--- src/rtl/fetch_unit.sv ---
// fetch_unit: program counter, instruction register and operand register of the 8-bit RISC CPU
module fetch_unit #(
    parameter int DATA_W = 8,
    parameter int ADDR_W = 8,
    parameter int RSEL_W = 4
) (
    input  logic              clk,
    input  logic              rst,
    input  logic [DATA_W-1:0] data_in,
    input  logic [1:0]        fetch,
    input  logic              rom_rd,
    input  logic              pc_en,
    input  logic              pc_chg_en,
    input  logic              ad_sel,
    output logic [3:0]        ins,
    output logic [RSEL_W-1:0] reg_sel,
    output logic [ADDR_W-1:0] opr,
    output logic [ADDR_W-1:0] pc,
    output logic [ADDR_W-1:0] addr,
    output logic              fetch_err
);
    logic [DATA_W-1:0] ir;
    logic [DATA_W-1:0] opr_q;
    always_ff @(posedge clk or negedge rst) begin
        if (!rst) begin
            pc        <= '0;
            ir        <= '0;
            opr_q     <= '0;
            fetch_err <= 1'b0;
        end else begin
            if (rom_rd && fetch == 2'b01) ir <= data_in;
            if (rom_rd && fetch == 2'b10) opr_q <= data_in;
            if (rom_rd && fetch == 2'b11) fetch_err <= 1'b1;
            // a jump uses the pre-edge operand even when it is reloaded on the same edge
            if (pc_en) pc <= pc_chg_en ? opr_q[ADDR_W-1:0] : pc + ADDR_W'(1);
        end
    end
    assign ins     = ir[DATA_W-1 -: 4];
    assign reg_sel = ir[RSEL_W-1:0];
    assign opr     = opr_q[ADDR_W-1:0];
    assign addr    = ad_sel ? opr : pc;
endmodule
--- config.mk ---
export PLATFORM = sky130hd
export DESIGN_NAME = fetch_unit
export DESIGN_NICKNAME = d
export VERILOG_FILES = /design/src/rtl/fetch_unit.sv
export SDC_FILE = /design/constraint.sdc
export NUM_CORES = 1
export LEC_CHECK = 0
export CAP_MARGIN = 20
export CORE_MARGIN = 3
export CORE_UTILIZATION = 42
export CTS_CLUSTER_SIZE = 25
export DETAILED_ROUTE_END_ITERATION = 6
export GPL_TIMING_DRIVEN = 0
export PLACE_DENSITY = 0.78
export SLEW_MARGIN = 20
export SYNTH_ARGS = -nofsm -noshare
export SYNTH_HDL_FRONTEND = slang
export SYNTH_SLANG_ARGS = --single-unit
export TNS_END_PERCENT = 5
--- constraint.sdc ---
create_clock -name clk -period 2 [get_ports clk]
set_input_delay 0.6 -clock clk [delete_from_list [all_inputs] [get_ports clk]]
set_output_delay 0.6 -clock clk [all_outputs]
set_load 0.1 [all_outputs]
# Word-level counts from Yosys, hierarchy flattened

Cells that the tools add are included.

Add/sub/neg operators: 1
Eq/ne operators: 3
Mux-type cells: 2
Reductions and logical operators: 3

Operators by type and width:

| kind                                                 | count |
|---|---|
| 2-to-1 mux 8 bit                                     | 2 |
| adder 8 x 1 -> 8 bit (second input constant)         | 1 |
| equality test 2 bit (second input constant)          | 2 |
| logical AND 1 bit                                    | 3 |
| equality test 2 x 1 -> 1 bit (second input constant) | 1 |

Flip-flop bits (word level): 25
Bits of input ports: 16
Output and inout bits: 33
Logic and storage cells: 13

# Depth between registers and ports, before layout

Gate-level depths: netlist (run 1).

Depth after elaboration: 2
Gate-level depth with buffers: 5
Mapped depth without buffers: 4

# Worst setup path after synthesis (run 1)

No wires, ideal clock.

Kind: register -> output
Start point: reg pc[3]
End point: out addr[3]
Data arrival time: 1.644 ns
Required time: 1.400 ns
Setup slack: -0.244 ns
Cell stages (with the launch flop): 2
Buffers on the path: 0
Cells stage by stage: dfrtp_1 > mux2_2

Cells in the longest elaborated chain, start to end: 1

Ends and longest elaborated chain:

| item                   | RTL line | RTL |
|---|---|---|
| from (decl)            | 18       | `output logic [ADDR_W-1:0] pc,` |
| from (signal assigned) | 35       | `if (pc_en) pc <= pc_chg_en ? opr_q[ADDR_W-1:0] : pc + ADDR_W'(1);` |
| 2-to-1 mux 8 bit       | 41       | `assign addr = ad_sel ? opr : pc;` |
| to (decl)              | 19       | `output logic [ADDR_W-1:0] addr,` |

Every way passes these cells.

# Worst setup path in the final report (run 1)

Start point: in ad_sel
End point: out addr[5]

Cells in the longest elaborated chain, start to end: 1

Ends and longest elaborated chain:

| item             | RTL line | RTL |
|---|---|---|
| from (decl)      | 14       | `input logic ad_sel,` |
| 2-to-1 mux 8 bit | 41       |  |

Every way passes these cells.

==> impl_metrics.py, run 1 <==
metrics = {
    "outcome": {
        "status": "finished, final reports clean",
    },
    "grt": {
        "antenna_found_initial": 0,
        "grt_overflow": 0,
        "gr-usage-all-layers": 0.182,
        "grt_pass1_wl_mm": 4.99,
        "grt_pass1_vias": 980,
        "grt_start_max_net_pins": 26,
    },
    "floorplanning": {
        "core_area_sq_um": 2610,
        "die_x_microns": 59.9,
        "fp.dieH_microns": 59.9,
        "rows": 18,
        "initial_utilization": 0.467,
        "ioPinCount": 49,
        "die_area_sq_um": 3590,
    },
    "cells_and_area": {
        "multi_input_area_sq_um": 573,
        "drive_above_1_share": 0.564,
        "nFillCells": 197,
        "seq_area_sq_um": 646,
        "final_area_sq_um": 1780,
        "area_growth_pct": 45.5,
        "final_net_count": 167,
        "n_antenna_cell": 0,
    },
    "yosys": {
        "synth.largest_area_cell": "dfrtp_1",
        "synth_cell_type_count": 26,
        "synth.area.top_cells": "dfrtp_1 (51%), mux2_2 (22%), nand3_1 (2.5%), a22o_1 (2.2%), nor2b_1 (2.1%)",
        "ys.flop_type": "dfrtp_1",
        "yosysWarnings": 0,
        "synth_most_common_cell": "dfrtp_1",
        "syn_area_per_cell_sq_um": 12.3,
        "synth.top_cells.by_count": "dfrtp_1 (25), mux2_2 (24), nand3_1 (6), o21ai_0 (5), nor2b_1 (4)",
        "syn_nets": 116,
        "synth_top_area_frac": 0.513,
        "synth-seq-area-share": 0.513,
        "syn_area_sq_um": 1220,
        "ys_ff_latch": 25,
        "async_reset_ff_frac": 1.00,
        "synth_edf_count": 0,
        "synthCells": 99,
    },
    "detailed_routing": {
        "drt_drc_violations_left": 0,
        "vias_per_cell": 5.46,
        "drtIter0Drc": 28,
        "first_pass_iters": 4,
        "dr_total_vias": 978,
        "ant_nets": 0,
        "wl_mm": 2.89,
        "post_drt_wl_per_cell_microns": 16.1,
    },
    "placed_design": {
        "placed_area_sq_um": 1740,
        "dpl.hpwl_mm": 2.22,
        "io_buffers": 46,
        "gp_congestion": 0.813,
    },
    "setup_path": {
        "worstPathRequired_ps": 1400,
        "critPathMaxStageDelay_ps": 350,
        "critPathMaxFanout": 8,
        "cp-start-kind": "input port",
        "path_buf_inv": 2,
        "worstPathArrival_ps": 1370,
        "crit_path_end_kind": "primary output",
        "crit_path_cell_trace": "clkbuf_4 > mux2_2 > buf_4",
        "crit_slowest_cell": "mux2_2",
        "crit_family": "buffers and inverters",
        "crit_type": "input port to primary output",
        "ff2ff_setup_slack_ps": 630,
    },
    "timing": {
        "worst_slew_pin_slew_ps": 559,
        "relSlewSlack": 0.629,
        "finalMaxSlewViolations": 0,
        "clock_skew_ps": 15.0,
        "period_share": 0.983,
        "timing.fmax_ghz": 0.508,
        "hold_viol_final": 0,
        "fin_setup_tns_ps": 0,
        "finalSetupViolCount": 0,
        "min_period_ps": 1970,
        "rsz0062_at_grt": "no",
    },
    "cts": {
        "root_buffer": "clkbuf_4",
        "cts_sinks": 25,
        "cts_htree_levels": 1,
        "cts_tree": "yes",
        "clk_latency_ps": 310,
        "cts-buffers-inserted": 3,
        "cts_buffer_depth": 2,
        "clk_pin_slew_ps": 140,
    },
    "power_and_ir_drop": {
        "power.density_nw_per_um2": 1420,
        "ir_worst_vdd_mv": 1.03,
        "p_leak_nw": 0.728,
    },
    "flow_run": {
        "drv_cap": 0,
    },
    "worst_hold_path": {
        "hold_path_class": "input port to async pin",
    },
}
## repair_timing
item | 4_1_cts | 5_1_grt
buffers inserted | 0 | 0
hold buffers | 0 | 0
setup endpoints to repair | 33 | 0
resized for setup | 125 | 0
## metal layers
metal / wire (microns) / share of wire / track usage / vias to the layer above
met5: 0 / 0 / 0 / -
met2: 1430 / 0.50 / 0.302 / 31
met1: 1260 / 0.44 / 0.248 / 475
met3: 194 / 0.067 / 0.0389 / 0
li1: - / - / - / 472
met4: 0 / 0 / 0.0285 / 0
## power breakdown
group          internal (mW)  switching, mW  leakage [nW]
combinational          0.346           1.22         0.435
clock                 0.0746          0.147        0.0177
sequential             0.619          0.112         0.276
## cell type report
| type | count | area share |
|---|---|---|
| sequential | 25 | 0.364 |
| tap | 30 | 0.0211 |
| clock buffer | 3 | 0.0127 |
| buffer | 4 | 0.0141 |
| multi-input combinational | 70 | 0.323 |
| timing repair buffer | 46 | 0.263 |
| clock inverter | 1 | 0.00282 |
## final timing paths
check | start | cells past startpoint | to
hold / removal | rst | 1 | pc[4]$_DFFE_PN0P_
setup reg to reg | pc[0]$_DFFE_PN0P_ | 4 | pc[6]$_DFFE_PN0P_
setup / recovery | ad_sel | 3 | addr[5]
hold reg to reg | fetch_err$_DFFE_PN0P_ | 1 | fetch_err$_DFFE_PN0P_
min in group clk | fetch_err$_DFFE_PN0P_ | 1 | fetch_err$_DFFE_PN0P_
max in group asynchronous | rst | 1 | opr[1]$_DFFE_PN0P_
## state kept, by name, summed over array words and instances (netlist names)
signal,count
pc,8
opr,8
ir,8
fetch_err,1
## cell families (layout without fill, tap and decap cells)
family	after synthesis	in the layout	synth area share
compound gates	18	18	0.0985
fa+ha+maj	1	1	0.0103
buf+inv	4	54	0.0174
flops	25	25	0.513
mux	26	26	0.238
simple gates	25	25	0.123
## per-stage QoR
stage / util / instances / hold WS, ps / power (mW) / setup slack, ps
6_report: 0.680 / 179 / 246 / 2.51 / 33.2
5_1_grt: 0.680 / 179 / 262 / 2.62 / 7.65
4_1_cts: 0.682 / 179 / 519 / 2.54 / 23.1
3_5_place_dp: 0.665 / 175 / 483 / 2.35 / -942
3_3_place_gp: 0.665 / 175 / 451 / 2.33 / -924
2_1_floorplan: - / 99 / 304 / 1.97 / -56.3
## cells in the final DEF (no fill, tap or decap), types with 4 or more instances in the layout
| master | synthesis | final |
|---|---|---|
| nand3_1 | 6 | 6 |
| clkbuf_4 | 0 | 4 |
| nor2b_1 | 4 | 4 |
| clkdlybuf4s50_1 | 0 | 12 |
| dfrtp_2 | 0 | 16 |
| dfrtp_1 | 25 | 9 |
| o21ai_0 | 5 | 5 |
| mux2_2 | 24 | 24 |
| buf_4 | 1 | 9 |
| clkdlybuf4s15_2 | 0 | 25 |
Power figures use the tool's default switching activity.
==> run 2: changes to the inputs <==
Settings changed: CTS_CLUSTER_SIZE 25 to default.
==> results of run 2 <==
Same layout as run 1: the final DEF is identical, and so are final timing and power.
